===== src/rtl/dmem_arbiter_pkg.sv =====
// Shared types and sizes for the data-memory arbiter slice.
package dmem_arbiter_pkg;
   localparam int DATA_WIDTH           = 32;
   localparam int MEMORY_ADDRESS_WIDTH = 6;
   localparam int DMEM_AW              = MEMORY_ADDRESS_WIDTH + 2;
   localparam int NUM_DMEM_REQ         = 2;

   typedef enum logic {ARB_IDLE, ARB_ACCESS} dmem_arb_state_e;

   typedef struct packed {
      logic                  we;
      logic [DMEM_AW-1:0]    addr;
      logic [DATA_WIDTH-1:0] wdata;
   } dmem_req_t;
endpackage


===== src/rtl/dmem_arbiter_arb_picker.sv =====
// Combinational one-hot picker: first valid requester found searching upward
// (with wrap) from the start pointer.
module arb_picker #(
   parameter int N  = 2,
   parameter int PW = 1
) (
   input  logic [N-1:0]  valid,
   input  logic [PW-1:0] ptr,
   output logic [N-1:0]  grant,
   output logic [PW-1:0] win
);
   int idx;

   // Walk from the farthest offset down so the nearest valid to ptr is the final assignment.
   always_comb begin
      grant = '0;
      win   = '0;
      idx   = 0;
      for (int k = N - 1; k >= 0; k--) begin
         idx = (int'(ptr) + k) % N;
         if (valid[idx]) begin
            grant      = '0;
            grant[idx] = 1'b1;
            win        = PW'(idx);
         end
      end
   end
endmodule


===== src/rtl/dmem_arbiter.sv =====
// Two-phase (IDLE/ACCESS) arbiter sharing one data_memory port among NUM_REQ requesters.
// Define DMEM_ARB_RR_EN for round-robin; otherwise lowest index (the core) wins.
module dmem_arbiter
   import dmem_arbiter_pkg::*;
#(
   parameter int NUM_REQ = NUM_DMEM_REQ,
   parameter int AW      = DMEM_AW,
   parameter int DW      = DATA_WIDTH
) (
   input  logic                  clk,
   input  logic                  rst,
   input  logic                  memory_ok,
   input  logic [NUM_REQ-1:0]    req_valid,
   output logic [NUM_REQ-1:0]    req_ready,
   input  logic [NUM_REQ-1:0]    req_we,
   input  logic [NUM_REQ*AW-1:0] req_addr,
   input  logic [NUM_REQ*DW-1:0] req_wdata,
   output logic [NUM_REQ-1:0]    rsp_valid,
   output logic [DW-1:0]         rsp_rdata,
   output logic                  rsp_err,
   output logic                  mem_write_en,
   output logic [AW-1:0]         mem_address,
   output logic [DW-1:0]         mem_write_data,
   input  logic [DW-1:0]         mem_read_data
);
   localparam int PW = $clog2(NUM_REQ);

   dmem_arb_state_e    state;
   dmem_req_t          lat;
   logic [PW-1:0]      owner, ptr, win;
   logic [NUM_REQ-1:0] grant;
   logic               take, misaligned;

   arb_picker #(.N(NUM_REQ), .PW(PW)) u_pick (
      .valid (req_valid),
      .ptr   (ptr),
      .grant (grant),
      .win   (win)
   );

`ifdef DMEM_ARB_RR_EN
   always_ff @(posedge clk) begin
      if (rst)       ptr <= '0;
      else if (take) ptr <= (win == PW'(NUM_REQ - 1)) ? '0 : win + 1'b1;
   end
`else
   assign ptr = '0;
`endif

   assign take       = (state == ARB_IDLE) & memory_ok & ~rst & (|req_valid);
   assign req_ready  = take ? grant : '0;
   assign misaligned = (lat.addr[1:0] != 2'b00);

   // The latch only changes on a grant, so it doubles as the held memory-side address/data.
   assign mem_address    = lat.addr;
   assign mem_write_data = lat.wdata;
   assign mem_write_en   = (state == ARB_ACCESS) & lat.we & ~misaligned & ~rst;

   always_ff @(posedge clk) begin
      if (rst) begin
         state     <= ARB_IDLE;
         lat       <= '0;
         owner     <= '0;
         rsp_valid <= '0;
         rsp_rdata <= '0;
         rsp_err   <= 1'b0;
      end else begin
         rsp_valid <= '0;
         rsp_rdata <= '0;
         rsp_err   <= 1'b0;
         case (state)
            ARB_IDLE: begin
               if (take) begin
                  lat   <= '{we:    req_we[win],
                             addr:  req_addr[win*AW +: AW],
                             wdata: req_wdata[win*DW +: DW]};
                  owner <= win;
                  state <= ARB_ACCESS;
               end
            end
            ARB_ACCESS: begin
               rsp_valid <= NUM_REQ'(1) << owner;
               rsp_err   <= misaligned;
               rsp_rdata <= (lat.we | misaligned) ? '0 : mem_read_data;
               state     <= ARB_IDLE;
            end
            default: state <= ARB_IDLE;
         endcase
      end
   end
endmodule


===== config.mk =====
export PLATFORM = sky130hd
export DESIGN_NAME = dmem_arbiter
export DESIGN_NICKNAME = d
export VERILOG_FILES = /design/src/rtl/dmem_arbiter_pkg.sv /design/src/rtl/dmem_arbiter_arb_picker.sv /design/src/rtl/dmem_arbiter.sv
export SDC_FILE = /design/constraint.sdc
export NUM_CORES = 1
export LEC_CHECK = 0
export ABC_AREA = 0
export CAP_MARGIN = 20
export CORE_UTILIZATION = 39
export CTS_CLUSTER_SIZE = 30
export DETAILED_ROUTE_END_ITERATION = 8
export GPL_ROUTABILITY_DRIVEN = 0
export MAX_ROUTING_LAYER = met4
export PLACE_DENSITY = 0.81
export RECOVER_POWER = 100
export SLEW_MARGIN = 10
export SYNTH_ARGS = -nofsm -noshare
export SYNTH_HDL_FRONTEND = slang
export SYNTH_SLANG_ARGS = --single-unit

===== constraint.sdc =====
create_clock -name clk -period 2.35 [get_ports clk]
set_clock_uncertainty 0.2 [all_clocks]
set_input_delay 0.705 -clock clk [delete_from_list [all_inputs] [get_ports clk]]
set_output_delay 0.705 -clock clk [all_outputs]
set_load 0.03 [all_outputs]

==> results_dict.tcl <==
set metrics [dict create \
    status "finished clean" \
    hold_start "owner" \
    period_share_pct 98.6 \
    cts_made_buffers 9 \
    ys_top_cells_by_count "83 x nand2_1, 78 x dfxtp_1, 42 x a21oi_1" \
    hold_viol 0 \
    area_growth_pct 57.7 \
    combPwrFrac_pct 24.7 \
    slowest_stage "nor4b_4" \
    placed_area_sq_um 5380 \
    cts_tree "done" \
    htreeDepth 3 \
    vias 3120 \
    dp_hpwl_um 7380 \
    cap_violations 0 \
    routed_wl_um 9920 \
    min_path_type "reg2reg" \
    drive_above_1_share_pct 15.9 \
    die_h_um 96.7 \
    clk_latency_ns 0.34 \
    tns_ns 0 \
    grt_usage_pct 22.4 \
    yosysMostFrequentCell "nand2_1" \
    crit_buf_inv 2 \
    clkSlewWorstSetupHoldPaths_ns 0.08 \
    wire_per_inst_um 15.6 \
    power_switching_w 0.000944 \
    slew_headroom_pct 44.2 \
    crit_cells 4 \
    fmax_mhz 432 \
    dieArea_sq_um 9350 \
    die_w_um 96.7 \
    endpoint_kind "output port" \
    cp_top_family "simple AND/OR/NAND/NOR gates" \
    io_pins 197 \
    reg2regPathDepth 5 \
    p_clk_share_pct 31.3 \
    r2r_end "rsp_rdata[19]" \
    ys_top_cells_by_area "dfxtp_1 45%, a311oi_2 17%, nand2_1 8.9%" \
    diodes 0 \
    crit_fanout 4 \
    critPathLaunchType "input port" \
    cp.required_ns 1.44 \
    max_stage_delay_ns 0.26 \
    n_fill_cell 730 \
    path_class "in2out" \
    drt_iter0_drc 87 \
    syn_nets 486 \
    io_buffers 196 \
    async_flop_share_pct 0 \
    vias_per_cell 4.91 \
    clkSinkCount 78 \
    start_util_pct 40.1 \
    rsz0062_at_grt "false" \
    syn_avg_cell_area_sq_um 9.53 \
    layout.nets 642 \
    synth_cell_type_count 25 \
    grt_remaining_overflow 0 \
    root_buffer "clkbuf_8" \
    min_to "rsp_valid[0]" \
    ys_ff_latch 78 \
    design_area_sq_um 5520 \
    period_needed_ns 2.32 \
    setup_violations 0 \
    grt_max_degree 42 \
    route.detailed.drc 0 \
    pwr_density_cell_nw_per_um2 589 \
    multi_input_area_sq_um 1460 \
    rows 34 \
    seqCellArea_sq_um 1560 \
    grt_pass1_vias 3314 \
    pwr-share-seq_pct 44.0 \
    antenna_found_initial 0 \
    ant_nets 0 \
    swShare_pct 29.0 \
    dr.pass1.iters 4 \
    clk_path_buf_depth 2 \
    synth.largest_area_cell "dfxtp_1" \
    p_int_w 0.00231 \
    critical_path_arrival_ns 1.41 \
    worstMarginPinSlew_ns 0.837 \
    design.core.area_sq_um 8720 \
    ir_drop_mv 0.343 \
    synth_edf_count 0 \
    r2r_start "state" \
    synth_ff_type "dfxtp_1" \
    netlist.area_leader.share_pct 44.6 \
    drv_slew 0 \
    cts_hold_buffers 0 \
    synthCells 367 \
    ys.warnings.count 0 \
    p_leak_nw 2.07 \
    grt_pass1_wl_um 16200 \
    mappedNetlistArea_sq_um 3500 \
    fin_hold_ws_ns 0.220 \
    ff2ff_setup_slack_ns 0.26 \
    crit_path_start "rst" \
    min_path_cells 1 \
    yosysSeqAreaShare_pct 44.6 \
    path_cells "buf_2, nand2b_4, nor4b_4, buf_6" \
]
==> repair_timing <==
item | 4_1_cts | 5_1_grt
setup buffers | 1 | 1
pin swaps | 4 | 2
resized for setup | 14 | 2
gates cloned | 0 | 0
setup endpoints to repair | 2 | 3
==> layout make-up <==
cell class	count	share of cell area, %
flip-flops and latches	78	28.3
well taps	108	2.45
inverters	1	0.0680
multi-input cells	215	26.5
clock inverters	6	1.27
repair buffers	218	39.1
clock buffers	10	2.31
==> placed cells by master (no fill, tap or decap), types with 2 or more instances in the layout <==
cell type | netlist | layout
a21oi_1 | 42 | 42
nand2_1 | 83 | 82
and2_0 | 0 | 14
buf_4 | 40 | 13
a311oi_2 | 40 | 31
clkbuf_1 | 15 | 2
buf_12 | 0 | 4
clkdlybuf4s50_1 | 0 | 188
inv_6 | 0 | 2
clkinvlp_4 | 0 | 3
nor2_1 | 5 | 5
dfxtp_1 | 78 | 78
clkbuf_8 | 0 | 9
and2_1 | 32 | 18
buf_6 | 6 | 2
nor2b_4 | 0 | 2
buf_2 | 7 | 4
a311oi_1 | 1 | 10
clkbuf_4 | 0 | 3
==> registers in the layout, summed over array words and instances, names as in the netlist <==
name            count
mem_write_data     32
rsp_rdata          32
mem_address         8
rsp_valid           2
lat                 1
owner               1
rsp_err             1
state               1
==> worst max path at each step <==
stage,slack [ns],end
finish,0.03,mem_write_en
global route,0.003,mem_write_data[19]
CTS,0.0009,req_ready[1]
detailed placement,-0.38,req_ready[1]
global placement,-0.35,req_ready[1]
floorplan,-0.07,req_ready[0]
==> logic make-up (layout without fill, tap and decap cells) <==
family | count (synthesis) | count (layout) | share of synthesized area [%]
compound gates | 84 | 84 | 23.7
simple gates | 131 | 131 | 17.7
buf+inv | 74 | 235 | 13.9
flops | 78 | 78 | 44.6
==> power by group through the flow <==
stage / logic, W / clock network, W / registers (W)
after floorplan: 0.000480 / 0 / 0.00148
after global placement: 0.000812 / 0 / 0.00146
after detailed placement: 0.000825 / 0 / 0.00146
after CTS: 0.000829 / 0.00105 / 0.00143
after global routing: 0.000856 / 0.00110 / 0.00144
final: 0.000805 / 0.00102 / 0.00143
==> layer usage <==
| layer | up-vias | wire length [um] | track usage, % |
|---|---|---|---|
| met5 | - | 0 | - |
| met4 | 0 | 254 | 9.99 |
| met3 | 19 | 544 | 4.91 |
| met2 | 141 | 5160 | 40.1 |
| met1 | 1439 | 3960 | 23.5 |
| li1 | 1521 | - | - |
==> through the flow <==
stage               worst slack (ns)  std cells  power (W)  utilization, %
finish                        0.0326        636    0.00325            63.3
global route                 0.00347        636    0.00340            63.3
CTS                         0.000916        635    0.00330            64.1
detailed placement            -0.375        618    0.00229            61.7
global placement              -0.347        618    0.00227            61.7
floorplan                    -0.0742        367    0.00196               -
(Power assumes the default switching activity.)
